$ cat config.mk
export PLATFORM = sky130hd
export DESIGN_NAME = mem_loader
export DESIGN_NICKNAME = d
export VERILOG_FILES = /design/src/rtl/mem_pkg.sv /design/src/rtl/mem_loader.sv
export SDC_FILE = /design/constraint.sdc
export NUM_CORES = 1
export LEC_CHECK = 0
export ABC_AREA = 1
export BUFFER_PORTS_ARGS = -buffer_cell sky130_fd_sc_hd__buf_2
export CAP_MARGIN = 20
export CORE_ASPECT_RATIO = 1.5
export CORE_MARGIN = 4
export CORE_UTILIZATION = 53
export DETAILED_ROUTE_END_ITERATION = 10
export PLACE_DENSITY = 0.85
export SLEW_MARGIN = 30
export SYNTH_ARGS = -nofsm -noshare
export SYNTH_HDL_FRONTEND = slang
export SYNTH_SLANG_ARGS = --single-unit
$ cat constraint.sdc
create_clock -name clk -period 1.6 [get_ports clk]
set_input_delay 0.08 -clock clk [delete_from_list [all_inputs] [get_ports clk]]
set_output_delay 0.08 -clock clk [all_outputs]
set_load 0.01 [all_outputs]
$ cat src/rtl/mem_pkg.sv
// Shared definitions for the memory loader.
// Contents:
//   BYTE_WIDTH      width of one byte-stream element
//   loader_state_t  loader FSM states
package mem_pkg;

   localparam int BYTE_WIDTH = 8;

   typedef enum logic [1:0] {
      IDLE    = 2'd0,
      COLLECT = 2'd1,
      WRITE   = 2'd2,
      DONE    = 2'd3
   } loader_state_t;

endpackage

$ cat src/rtl/mem_loader.sv
// Byte-stream memory loader.
// This block is the write-side counterpart of the async ROM read path.
// It packs incoming bytes little-endian into DATA_WIDTH-bit words.
// It writes those words to consecutive addresses through one synchronous write port.
// Ports:
//   clk, rst_n                  clock, async active-low reset
//   start, abort                begin a load (IDLE only) / cancel a load
//   base_addr, word_count       first address and number of words, latched on start
//   in_valid, in_data, in_ready byte-stream handshake
//   mem_we, mem_addr, mem_wdata registered memory write port
//   busy, done                  not-idle flag, one-cycle completion pulse
module mem_loader
   import mem_pkg::*;
#(
   parameter int ADDR_WIDTH = 8,
   parameter int DATA_WIDTH = 16
) (
   input  logic                  clk,
   input  logic                  rst_n,
   input  logic                  start,
   input  logic                  abort,
   input  logic [ADDR_WIDTH-1:0] base_addr,
   input  logic [ADDR_WIDTH:0]   word_count,
   input  logic                  in_valid,
   input  logic [7:0]            in_data,
   output logic                  in_ready,
   output logic                  mem_we,
   output logic [ADDR_WIDTH-1:0] mem_addr,
   output logic [DATA_WIDTH-1:0] mem_wdata,
   output logic                  busy,
   output logic                  done
);

   localparam int BYTES_PER_WORD = DATA_WIDTH / BYTE_WIDTH;
   localparam int IDX_W          = (BYTES_PER_WORD > 1) ? $clog2(BYTES_PER_WORD) : 1;
   localparam logic [IDX_W-1:0]  LAST_IDX = IDX_W'(BYTES_PER_WORD - 1);

   loader_state_t         state_q, state_d;
   logic [IDX_W-1:0]      idx_q, idx_d;
   logic [ADDR_WIDTH-1:0] addr_q, addr_d;
   logic [ADDR_WIDTH:0]   rem_q, rem_d;
   logic [DATA_WIDTH-1:0] buf_q, buf_d;
   logic                  we_q, we_d;
   logic [ADDR_WIDTH-1:0] maddr_q, maddr_d;
   logic [DATA_WIDTH-1:0] wdata_q, wdata_d;
   logic [DATA_WIDTH-1:0] word_asm;

   // The current buffer with the incoming byte dropped into lane idx.
   // On the last byte this is the complete word, so it goes straight to the write registers.
   always_comb begin
      word_asm = buf_q;
      for (int i = 0; i < BYTES_PER_WORD; i++) begin
         if (idx_q == IDX_W'(i)) word_asm[i*BYTE_WIDTH +: BYTE_WIDTH] = in_data;
      end
   end

   always_ff @(posedge clk or negedge rst_n) begin
      if (!rst_n) begin
         state_q <= IDLE;
         idx_q   <= '0;
         addr_q  <= '0;
         rem_q   <= '0;
         buf_q   <= '0;
         we_q    <= 1'b0;
         maddr_q <= '0;
         wdata_q <= '0;
      end else begin
         state_q <= state_d;
         idx_q   <= idx_d;
         addr_q  <= addr_d;
         rem_q   <= rem_d;
         buf_q   <= buf_d;
         we_q    <= we_d;
         maddr_q <= maddr_d;
         wdata_q <= wdata_d;
      end
   end

   always_comb begin
      state_d = state_q;
      idx_d   = idx_q;
      addr_d  = addr_q;
      rem_d   = rem_q;
      buf_d   = buf_q;
      we_d    = 1'b0;
      maddr_d = maddr_q;
      wdata_d = wdata_q;
      unique case (state_q)
         IDLE: begin
            if (start) begin
               addr_d  = base_addr;
               rem_d   = word_count;
               idx_d   = '0;
               state_d = (word_count == '0) ? DONE : COLLECT;
            end
         end
         COLLECT: begin
            if (abort) begin
               idx_d   = '0;
               state_d = IDLE;
            end else if (in_valid) begin
               buf_d = word_asm;
               if (idx_q == LAST_IDX) begin
                  we_d    = 1'b1;
                  maddr_d = addr_q;
                  wdata_d = word_asm;
                  state_d = WRITE;
               end else begin
                  idx_d = idx_q + 1'b1;
               end
            end
         end
         WRITE: begin
            // The write itself is already registered, so an abort here only skips the rest of the load.
            addr_d = addr_q + 1'b1;
            rem_d  = rem_q - 1'b1;
            idx_d  = '0;
            if (abort)                                state_d = IDLE;
            else if (rem_q == (ADDR_WIDTH+1)'(1))     state_d = DONE;
            else                                      state_d = COLLECT;
         end
         DONE:    state_d = IDLE;
         default: state_d = IDLE;
      endcase
   end

   assign in_ready  = (state_q == COLLECT);
   assign busy      = (state_q != IDLE);
   assign done      = (state_q == DONE);
   assign mem_we    = we_q;
   assign mem_addr  = maddr_q;
   assign mem_wdata = wdata_q;

endmodule
After elaboration in Yosys (flattened, before gate mapping) --
Index checks and enable logic that the tools add are counted.
Operators by class: $add $sub $neg 3, $lt $le $gt $ge 0, reductions and logical operators 10, multipliers 0, div/mod/pow operators 0, multiplexer cells 23, bitwise gates (word level) 1, shift operators 0, equality and inequality tests 7
Operators with widths (number):
- two-way mux 8 bit | 3
- one-hot mux 9 bit (2 select lines) | 1
- one-hot mux 8 bit (2 select lines) | 1
- two-way mux 2 bit | 7
- == test 9 x 1 -> 1 bit (second input constant) | 1
- logical NOT 9 bit | 1
- two-way mux 9 bit | 1
- AND reduction 3 bit | 3
- subtractor 9 x 1 -> 9 bit (second input constant) | 1
- adder 8 x 1 -> 8 bit (second input constant) | 1
- two-way mux 1 bit | 8
- one-hot mux 2 bit (4 select lines) | 1
- == test 2 bit (second input constant) | 2
- AND reduction 4 bit | 1
- nonzero test 2 bit | 2
- inequality test 3 x 2 -> 1 bit (second input constant) | 1
- inequality test 3 bit (second input constant) | 1
- one-hot mux 1 bit (3 select lines) | 1
- nonzero test 3 bit | 1
- == test 2 x 1 -> 1 bit (second input constant) | 1
- logical NOT 2 bit | 1
- inequality test 2 bit (second input constant) | 1
- AND reduction 2 bit | 1
- adder 1 bit (second input constant) | 1
- NOT 1 bit | 1
Storage, ports and cells: bits in read-only memories 0, output and inout port bits 28, input port bits 30, memories 0, flip-flop bits (word level) 61, word-level logic and storage cells 52, bits in writable memories 0, latch bits 0

Depth between registers and ports, before layout --
Gate-level depths: netlist (run 1).
depth after elaboration 5, depth in mapped cells 9, gate-level depth less buffers 9

Worst setup path after synthesis (run 1) --
Ideal clock, no wire load.
path type reg2reg, start point reg state_q[1], end point reg maddr_q[0] (netlist: mem_addr[0]), arrival time 1.151 ns, clock period less this slack 1.271 ns, buffers on the path 1, data required time 1.481 ns, setup time 0.119 ns, cell stages (with the launch flop) 8, slack 0.329 ns, cells stage by stage dfrtp_1 nor2_4 nand3_4 nor2_8 inv_4 buf_6 nand2_1 o21ai_2
On the way: cells in the longest elaborated chain, start to end 2
Ends and longest elaborated chain:
- start: declaration | line mem_loader.sv:38 | loader_state_t state_q, state_d;
- start signal: assignment | line mem_loader.sv:68 | state_q <= state_d;
- == test 2 x 1 -> 1 bit
- net in_ready | line mem_loader.sv:26 | output logic in_ready,
- AND reduction 4 bit (no line)
- end signal: assignment | line mem_loader.sv:74 | maddr_q <= maddr_d;
- end: declaration | line mem_loader.sv:44 | logic [ADDR_WIDTH-1:0] maddr_q, maddr_d;
The timed path passes the listed nets, and every way through them passes these cells. A chain may end at the register's enable or synchronous reset.

Final worst setup path (run 1) --
start point reg state_q[0], end point reg rem_q[5]
On the way: cells in the longest elaborated chain, start to end 3, elaborated cells on any way between the ends 6, classes of those cells 2 x eq/ne; 1 x mux; 3 x reduce/logical
Ends and longest elaborated chain:
- == test 2 bit or logical NOT 2 bit (tied branches) | line mem_loader.sv:88 | unique case (state_q)
- nonzero test 2 bit (no line) or inequality test 2 bit (tied branches)
- AND reduction 2 bit (no line)
- end signal: assignment | line mem_loader.sv:71 | rem_q <= rem_d;
- end: declaration | line mem_loader.sv:41 | logic [ADDR_WIDTH:0] rem_q, rem_d;
Several ways; a longest one is shown, not always the timed one.

==> qor.txt, run 1 <==
Worst-path clk slew -> 0.10 ns
WHS -> 0.0158 ns
Drt pass-1 iters -> 4
Cell taking the most area after synthesis -> dfrtp_1
Die Height -> 94.7 um
Area of the die -> 6230 um^2
First-pass GRT wire length -> 10400 um
Clock sinks -> 53
Crit path largest cell delay -> 0.41 ns
MaxCap Viol Count -> 0
Asr flop ratio synth -> 1.00
Synth top area share -> 0.499
Switching Fraction -> 0.412
Outcome -> completed
Final setup viols -> 0
DRC -> 0
# rows -> 31
NetSw -> 0.00237 W
Syn_area_per_cell -> 8.15 um^2
Gr ovfl total -> 0
WP data required -> 1.79 ns
Max Root-Sink Buffers -> 2
Maximum vdd drop -> 0.810 mV
Commonest cells in the netlist -> 120 x nand2_1, 53 x dfrtp_1, 35 x inv_1, 31 x nor2_1, 18 x o21ai_0
Tmin final -> 1.40 ns
Clock Latency Late Sink -> 0.31 ns
Setup crit end kind -> flip-flop
GPL Wtd Cong -> 1.00
Cell family with most CP delay -> buffers and inverters
Cell leakage power -> 1.76 nW
Synth Area in Adders -> 0.0141
Clock H-tree levels -> 2
Crit path buf inv count -> 3
Fmax -> 0.713 GHz
Largest family of logic cells by synthesized area -> simple AND/OR/NAND/NOR gates
Area Overhead vs Synth -> 21.9%
CP max stage cell -> dfrtp_1
Die span in x -> 65.8 um
Register area share after synthesis -> 0.499
Post-synthesis cell count -> 326
Post-synth EDFFs -> 0
Tot Pwr -> 0.00575 W
Post_cts resized -> 0
Dpl hpwl -> 4520 um
Mux contribution to synthesized area -> 0
Top cells by area, synth -> dfrtp_1 50%, nand2_1 17%, inv_1 4.9%, nor2_1 4.4%, o21ai_2 4.0%
Ys flop type -> dfrtp_1
Via count -> 2356
Number of hold buffers added after CTS -> 11
Netlist cell types -> 30
Detail Route Antenna Nets -> 0
Slew Viols, Final -> 0
Seq pwr share -> 0.415
Root Buffer -> clkbuf_8
Total CTS buffers -> 5
Cell with the most instances after synthesis -> nand2_1
Final WL -> 6080 um
Antenna violations before repair -> 0
Post-Syn Area -> 2660 um^2
I/O pin cnt -> 58
Final-stage net count -> 435
Power Dens Cells -> 1780 nW/um^2
Post-Synth XOR/XNOR Area -> 0
HP Class -> in2reg
Core footprint -> 4850 um^2
Setup_tns -> 0 ns
Number of global-route vias before repair -> 2333
Final Cycle Share -> 0.876
Clk pwr share -> 0.161
Worst setup margin -> 0.198 ns
Dpl cells -> 450
Synth Net Count -> 359
Largest net degree at the start of global routing -> 54
Pre-CTS setup slack -> 0.221 ns
Yosys warnings -> 0
Slew headroom -> 0.736
TritonCTS clock tree -> built
Vias per cell -> 5.02
Share of layout cells above drive strength 1 -> 0.238
Cells along the critical path -> inv_2 -> nand2_1 -> buf_4 -> clkinv_4 -> nand4_2 -> nand3_1 -> o211ai_1
Worst-path fanout max -> 23
Worst slew pin tran -> 0.393 ns
Int Pwr -> 0.00339 W
Unrepaired setup endpoints after global routing -> false
# Post-CTS Setup Buffers -> 0
# diodes -> 0
Fin. Hold Viols -> 0
Synth Area in Compound Gates -> 0.118
FF+latch count, synth -> 53
Number of port buffers -> 57
Final Skew -> 0.0104 ns
Post-synthesis simple-gate area fraction -> 0.275
Fin cells -> 469
Worst Setup Start Kind -> flip-flop
Worst Path Arrival -> 1.59 ns
DR iter-0 viols -> 165
Starting density of the core -> 0.548
Comb pwr share -> 0.424
Wire length per cell -> 13.0 um
Global-route total usage across every layer -> 0.214
CP Class -> reg2reg
==> stage by stage <==
| stage | cell area (um^2) | utilization |
|---|---|---|
| after floorplan | 2660 | - |
| after global placement | 3020 | 0.623 |
| after detailed placement | 3020 | 0.623 |
| after CTS | 3240 | 0.668 |
| after global routing | 3240 | 0.668 |
| final | 3240 | 0.668 |
==> layout by cell type, fill, tap and decap left out, drive strengths merged, types with 2 or more instances in the layout <==
| cell type | count |
|---|---|
| o21ai | 30 |
| nand3 | 15 |
| clkbuf | 6 |
| dlygate4sd3 | 11 |
| o211ai | 5 |
| nor2 | 34 |
| a21oi | 7 |
| ha | 3 |
| dfrtp | 53 |
| buf | 67 |
| inv | 38 |
| nand2 | 120 |
| nor3 | 2 |
| clkinv | 2 |
| nand4 | 3 |
==> layer usage <==
metal / vias up / share of wire / global-route usage
li1: 1177 / - / -
met1: 1104 / 0.39 / 0.238
met2: 62 / 0.54 / 0.402
met3: 13 / 0.048 / 0.0262
met4: 0 / 0.023 / 0.0865
met5: - / 0 / 0
==> layout make-up <==
class / count / area, um^2
Clock inverter: 2 / 38.8
Tap cell: 66 / 82.6
Fill cell: 399 / 1610
Clock buffer: 6 / 72.6
Inverter: 39 / 154
Timing Repair Buffer: 78 / 483
Sequential cell: 53 / 1330
Multi-Input combinational cell: 225 / 1080
==> sequential cells by signal, summed over array words and instances (netlist names) <==
| signal | flops |
|---|---|
| addr_q | 8 |
| mem_addr | 8 |
| rem_q | 9 |
| idx_q | 1 |
| mem_wdata | 16 |
| state_q | 2 |
| buf_q | 8 |
| mem_we | 1 |
==> worst min-delay path, delay by kind of cell <==
kind	cells	cell delay (ns)
AND/OR/NAND/NOR	1	0.05
buffers and inverters	1	0.10
AO/OA/AOI/OAI	1	0.06
==> power groups by stage <==
stage	clock (W)	sequential [W]	combinational, W
global route	0.000998	0.00246	0.00281
global placement	0	0.00238	0.00236
finish	0.000926	0.00239	0.00244
detailed placement	0	0.00240	0.00244
CTS	0.000940	0.00238	0.00247
floorplan	0	0.00248	0.00148
==> worst paths after layout <==
check                                     startpoint                   endpoint  slack, ns  cells after the start
setup reg to reg              state_q[0]$_DFFE_PN0P_       rem_q[5]$_DFFE_PN0P_       0.20                      7
max in group asynchronous                      rst_n   mem_wdata[9]$_DFFE_PN0P_       1.08                      3
min in group asynchronous                      rst_n       buf_q[6]$_DFFE_PN0P_       0.28                      3
setup / recovery              state_q[0]$_DFFE_PN0P_       rem_q[5]$_DFFE_PN0P_       0.20                      7
hold / removal                         word_count[2]       rem_q[2]$_DFFE_PN0P_       0.02                      3
hold reg to reg            mem_wdata[13]$_DFFE_PN0P_  mem_wdata[13]$_DFFE_PN0P_       0.47                      2
==> cells by family after synthesis <==
| family | Yosys count |
|---|---|
| simple gates | 174 |
| flops | 53 |
| compound gates | 48 |
| buf+inv | 48 |
| fa+ha+maj | 3 |
(Power assumes the default switching activity.)
==> inputs of run 2 (changes only) <==
--- a/config.mk
+++ b/config.mk
@@ -10,9 +10,9 @@
 export CAP_MARGIN = 20
 export CORE_ASPECT_RATIO = 1.5
 export CORE_MARGIN = 4
-export CORE_UTILIZATION = 53
+export CORE_UTILIZATION = 48
 export DETAILED_ROUTE_END_ITERATION = 10
-export PLACE_DENSITY = 0.85
+export PLACE_DENSITY = 0.82
 export SLEW_MARGIN = 30
 export SYNTH_ARGS = -nofsm -noshare
 export SYNTH_HDL_FRONTEND = slang
==> constraint.sdc (replaced) <==
create_clock -name clk -period 1.2 [get_ports clk]
set_input_delay 0.06 -clock clk [delete_from_list [all_inputs] [get_ports clk]]
set_output_delay 0.06 -clock clk [all_outputs]
set_load 0.01 [all_outputs]
==> qor.txt, run 2 (same netlist as run 1, synthesis figures left out) <==
Max Root-Sink Buffers -> 2 (unchanged)
Hold wc startpoint -> word_count[1]
Slew headroom -> 0.777 (+0.0410)
Final-stage net count -> 457 (+5.1%)
Worst-path clk slew -> 0.10 ns (about the same)
Detail Route Antenna Nets -> 0 (unchanged)
Root Buffer -> clkbuf_8
Core footprint -> 5250 um^2 (+8.2%)
WP data required -> 1.14 ns (-0.65 ns)
Setup crit end kind -> output port
Global-route total usage across every layer -> 0.198 (-0.0157)
Power Dens Cells -> 2370 nW/um^2 (+34%)
# diodes -> 0 (unchanged)
Clock sinks -> 53 (unchanged)
Vias per cell -> 5.09 (+1.3%)
Most frequent cells in the layout -> 108 x nand2_1, 57 x buf_2, 49 x dfrtp_1
Share of layout cells above drive strength 1 -> 0.374 (+0.136)
Unrepaired setup endpoints after global routing -> true
DRC -> 0 (unchanged)
HP Class -> in2reg
Largest net degree at the start of global routing -> 54 (unchanged)
Maximum vdd drop -> 1.17 mV (+45%)
I/O pin cnt -> 58 (unchanged)
Starting density of the core -> 0.507 (-0.0414)
Fin. Hold Viols -> 0 (unchanged)
Total CTS buffers -> 5 (unchanged)
Tmin final -> 1.33 ns
Die Height -> 99.1 um (+4.7%)
Failing checks -> negative setup slack
Area of the die -> 6820 um^2 (+9.3%)
Worst-path fanout max -> 3 (-87%)
Reg2Reg Depth -> 7 (unchanged)
Antenna violations before repair -> 0 (unchanged)
# rows -> 32 (+3.2%)
WHS -> 0.00727 ns (-0.00850 ns)
Final core utilization -> 0.686 (+0.0179)
FF-to-FF Start -> state_q[0]$_DFFE_PN0P_
Outcome -> finished, violations left
CP endpoint -> busy
Die span in x -> 68.8 um (+4.5%)
Number of global-route vias before repair -> 2380 (+2.0%)
Dpl hpwl -> 4570 um (+1.2%)
Worst Setup Start Kind -> flip-flop
Final WL -> 6690 um (+10%)
Final Skew -> 0.00695 ns (-0.00343 ns)
Clock Latency Late Sink -> 0.31 ns (about the same)
Slew Viols, Final -> 0 (unchanged)
Area Overhead vs Synth -> 35.5%
Drt pass-1 iters -> 4 (unchanged)
Gr ovfl total -> 0 (unchanged)
First-pass GRT wire length -> 10400 um (+0.33%)
GPL Wtd Cong -> 0.972 (-3.3%)
TritonCTS clock tree -> built
Number of port buffers -> 57 (unchanged)
RR Endpoint -> mem_wdata[7]$_DFFE_PN0P_
Worst setup margin -> -0.133 ns (-0.331 ns)
Fmax -> 0.750 GHz
Max reg flops -> 16 (unchanged)
Wire length per cell -> 13.6 um (+4.7%)
# fillers -> 440 (+10%)
Worst Path Arrival -> 1.27 ns (-0.32 ns)
Clock H-tree levels -> 2 (unchanged)
Cell leakage power -> 1.89 nW (+7.5%)
Source of the critical timing path -> state_q[0]$_DFFE_PN0P_
Commonest non-fill, non-tap cell in the layout -> nand2_1
Pre-CTS setup slack -> -0.0876 ns (-0.309 ns)
FF-to-FF setup slack -> -0.10 ns (-0.30 ns)
MaxCap Viol Count -> 0 (unchanged)
DR iter-0 viols -> 222 (+35%)
Final Cycle Share -> 1.11
Via count -> 2509 (+6.5%)
CP Class -> reg2out
Final setup viols -> 49 (+49)
Worst slew pin tran -> 0.332 ns (-0.0610 ns)
==> run 2: changes by cell type in the layout (fill, tap and decap cells not counted), moves of 5 or more <==
cell	before	now
inv_2	2	7
o21ai_1	0	9
buf_4	9	22
o21ai_0	18	5
nand2_1	120	108
buf_6	0	8
nand2_2	0	8
inv_1	35	29
nor2_1	31	19
nor2_2	1	8
nor2_4	1	6
==> run 2: worst max-delay path: stages, from the launching register on <==
cell and delay (ns):
dfrtp_1 0.42, buf_6 0.13, nor2_4 0.12, buf_4 0.12, inv_1 0.04, buf_2 0.13
==> run 2: stage by stage <==
step	instances	total power (W)	setup TNS, ns	instance area, um^2
6_report	493	0.00855	-3.16	3600
5_1_grt	493	0.00928	-6.77	3600
3_5_place_dp	464	0.00672	-2.30	3110
2_1_floorplan	326	0.00529	-0.731	2660
3_3_place_gp	464	0.00660	-1.09	3110
4_1_cts	485	0.00790	-1.20	3380
==> run 2: routing by layer <==
layer	wire, um	vias up	global-route usage
met3	368	12	0.0328
met2	3710	85	0.347
met1	2500	1180	0.240
li1	-	1232	-
met5	0	-	0
met4	119	0	0.0661
==> run 2: worst min-delay path by stage <==
| stage | endpoint | slack, ns | cells after the start |
|---|---|---|---|
| 2_1_floorplan | addr_q[0]$_DFFE_PN0P_ | -0.24 | 0 |
| 3_3_place_gp | mem_wdata[5]$_DFFE_PN0P_ | 0.08 | 2 |
| 3_5_place_dp | mem_wdata[4]$_DFFE_PN0P_ | 0.08 | 2 |
| 4_1_cts | rem_q[5]$_DFFE_PN0P_ | 0.005 | 3 |
| 5_1_grt | rem_q[1]$_DFFE_PN0P_ | 0.02 | 3 |
| 6_report | rem_q[1]$_DFFE_PN0P_ | 0.007 | 3 |
==> run 2: where the power goes <==
part           internal [W]  switching [W]  total, W
sequential          0.00263       0.000635   0.00327
clock              0.000412       0.000584  0.000996
combinational       0.00188        0.00240   0.00428
==> run 2: repair_timing <==
item | 4_1_cts | 5_1_grt
endpoints found under the setup margin | 51 | 54
pin swaps | 3 | 16
hold buffers | 12 | 0
gates resized for setup | 23 | 55
buffers inserted | 1 | 8
endpoints found under the hold margin | 68 | 0
==> run 2: area by class of cell <==
class | count | area [um^2] | area share
flip-flops and latches | 53 | 1330 | 0.370
inverters | 39 | 169 | 0.0469
clock inverters | 2 | 15.0 | 0.00417
well taps | 68 | 85.1 | 0.0236
repair buffers | 100 | 681 | 0.189
clock buffers | 6 | 72.6 | 0.0202
multi-input cells | 225 | 1250 | 0.346
==> inputs of run 3 (changes only) <==
--- a/config.mk
+++ b/config.mk
@@ -6,13 +6,13 @@
 export NUM_CORES = 1
 export LEC_CHECK = 0
 export ABC_AREA = 1
-export BUFFER_PORTS_ARGS = -buffer_cell sky130_fd_sc_hd__buf_2
+export BUFFER_PORTS_ARGS = -buffer_cell sky130_fd_sc_hd__clkbuf_2
 export CAP_MARGIN = 20
 export CORE_ASPECT_RATIO = 1.5
 export CORE_MARGIN = 4
-export CORE_UTILIZATION = 48
+export CORE_UTILIZATION = 53
 export DETAILED_ROUTE_END_ITERATION = 10
-export PLACE_DENSITY = 0.82
+export PLACE_DENSITY_LB_ADDON = 0.08
 export SLEW_MARGIN = 30
 export SYNTH_ARGS = -nofsm -noshare
 export SYNTH_HDL_FRONTEND = slang
==> constraint.sdc (replaced) <==
create_clock -name clk -period 1.5 [get_ports clk]
set_input_delay 0.075 -clock clk [delete_from_list [all_inputs] [get_ports clk]]
set_output_delay 0.075 -clock clk [all_outputs]
set_load 0.01 [all_outputs]
==> qor.txt, run 3 (same netlist as run 1, synthesis figures left out) <==
Final setup viols -> 0 (-100%)
Clock H-tree levels -> 2 (unchanged)
Gr ovfl total -> 0 (unchanged)
Drt pass-1 iters -> 4 (unchanged)
HP Class -> in2reg
Tot Pwr -> 0.00604 W (-29%)
Largest net degree at the start of global routing -> 54 (unchanged)
FF-to-FF setup slack -> 0.11 ns (+0.21 ns)
Total CTS buffers -> 5 (unchanged)
CP Class -> reg2reg
Int Pwr -> 0.00350 W (-29%)
Number of global-route vias before repair -> 2373 (-0.29%)
Worst setup margin -> 0.111 ns (+0.244 ns)
DR iter-0 viols -> 136 (-39%)
Slew Viols, Final -> 0 (unchanged)
Power Dens Cells -> 1850 nW/um^2 (-22%)
Slew headroom -> 0.739 (-0.0375)
Source of the critical timing path -> state_q[0]$_DFFE_PN0P_
Hold wc startpoint -> base_addr[3]
First-pass GRT wire length -> 10400 um (-0.13%)
NetSw -> 0.00254 W (-30%)
Dpl cells -> 455 (-1.9%)
Final-stage net count -> 439 (-3.9%)
Commonest non-fill, non-tap cell in the layout -> nand2_1
Final core utilization -> 0.673 (-0.0138)
Antenna violations before repair -> 0 (unchanged)
Max reg flops -> 16 (unchanged)
Tmin final -> 1.39 ns
Core footprint -> 4850 um^2 (-7.6%)
Die span in x -> 65.8 um (-4.3%)
Fmax -> 0.720 GHz
# diodes -> 0 (unchanged)
Worst-path clk slew -> 0.10 ns (about the same)
Comb pwr share -> 0.444 (-0.057)
RR Endpoint -> buf_q[5]$_DFFE_PN0P_
WP data required -> 1.72 ns (+0.58 ns)
Via count -> 2322 (-7.5%)
Worst-path fanout max -> 8 (+5)
Most frequent cells in the layout -> 119 x nand2_1, 57 x clkbuf_2, 53 x dfrtp_1
MaxCap Viol Count -> 0 (unchanged)
Worst Path Arrival -> 1.61 ns (+0.34 ns)
DRC -> 0 (unchanged)
Area of the die -> 6230 um^2 (-8.5%)
Starting density of the core -> 0.548 (+0.0414)
Number of port buffers -> 57 (unchanged)
Maximum vdd drop -> 0.824 mV (-30%)
Final WL -> 6220 um (-7.1%)
FF-to-FF Start -> state_q[0]$_DFFE_PN0P_
Switching Fraction -> 0.421 (-0.00257)
Die Height -> 94.7 um (-4.4%)
GPL Wtd Cong -> 0.922 (-5.1%)
Hold EP -> addr_q[3]$_DFFE_PN0P_
Clk pwr share -> 0.135 (+0.018)
I/O pin cnt -> 58 (unchanged)
Clock sinks -> 53 (unchanged)
Detail Route Antenna Nets -> 0 (unchanged)
Root Buffer -> clkbuf_8
Number of stages on the worst hold path -> 3 (unchanged)
Unrepaired setup endpoints after global routing -> true
Share of layout cells above drive strength 1 -> 0.253 (-0.121)
Pre-CTS setup slack -> 0.0792 ns (+0.167 ns)
Worst slew pin tran -> 0.387 ns (+0.0547 ns)
Setup crit end kind -> flip-flop
Wire length per cell -> 13.1 um (-3.2%)
Seq pwr share -> 0.421 (+0.039)
Worst Setup Start Kind -> flip-flop
Fin cells -> 473 (-4.1%)
Max Root-Sink Buffers -> 2 (unchanged)
Fin. Hold Viols -> 0 (unchanged)
Outcome -> completed
TritonCTS clock tree -> built
Cell leakage power -> 1.76 nW (-6.5%)
Reg2Reg Depth -> 8 (+1)
Dpl hpwl -> 4670 um (+2.1%)
Final Cycle Share -> 0.926
Clock Latency Late Sink -> 0.30 ns (about the same)
Final Skew -> 0.00751 ns (+0.000554 ns)
Global-route total usage across every layer -> 0.218 (+0.0199)
# Post-CTS Setup Buffers -> 0 (-1)
# rows -> 31 (-3.1%)
Vias per cell -> 4.91 (-3.5%)
Area Overhead vs Synth -> 22.7%
[run 3: worst max-delay path by stage]
stage / to / slack, ns / cells after the start
after floorplan: mem_addr[0]$_DFFE_PN0P_ / 0.23 / 7
after global placement: state_q[1]$_DFFE_PN0P_ / 0.15 / 7
after detailed placement: buf_q[5]$_DFFE_PN0P_ / 0.08 / 8
after CTS: buf_q[5]$_DFFE_PN0P_ / 0.03 / 8
after global routing: buf_q[5]$_DFFE_PN0P_ / -0.005 / 8
final: buf_q[5]$_DFFE_PN0P_ / 0.11 / 8
[run 3: repair_timing]
item | in CTS | in global routing
gates resized for setup | 0 | 5
setup endpoints to repair | 0 | 16
hold buffers | 10 | 0
hold endpoints to repair | 64 | 0
[run 3: power groups by stage]
stage | registers, W | clock network, W | logic (W)
4_1_cts | 0.00254 | 0.000838 | 0.00270
6_report | 0.00254 | 0.000816 | 0.00268
2_1_floorplan | 0.00264 | 0 | 0.00158
3_3_place_gp | 0.00255 | 0 | 0.00262
5_1_grt | 0.00264 | 0.000891 | 0.00305
3_5_place_dp | 0.00257 | 0 | 0.00267
[run 3: cell type report]
type / instances / area (um^2)
inverters: 39 / 156
clock buffers: 5 / 68.8
clock inverters: 3 / 21.3
well taps: 66 / 82.6
multi-input cells: 225 / 1090
fillers: 421 / 1590
flip-flops and latches: 53 / 1330
repair buffers: 82 / 514
[run 3: critical path, stage by stage (launching register included)]
cell and delay [ns]:
dfrtp_1 0.39, inv_2 0.04, buf_4 0.14, nor2_4 0.12, nand3_4 0.13, nor2_4 0.16
buf_4 0.17, nand2_1 0.06, o21ai_0 0.08
[run 3: layer usage]
layer  vias to the layer above  track usage  share of wire
li1                       1189            -              -
met1                      1066        0.241           0.39
met2                        54        0.399           0.53
met3                        13       0.0333          0.040
met4                         0        0.104          0.034
met5                         -            0              0
[run 3: through the flow]
step                hold slack, ns  area, um^2  setup TNS (ns)
finish                      0.0148        3260               0
global route                0.0143        3260        -0.00535
CTS                        0.00404        3250               0
detailed placement          0.0947        3060               0
global placement            0.0970        3060               0
floorplan                   -0.221        2660               0
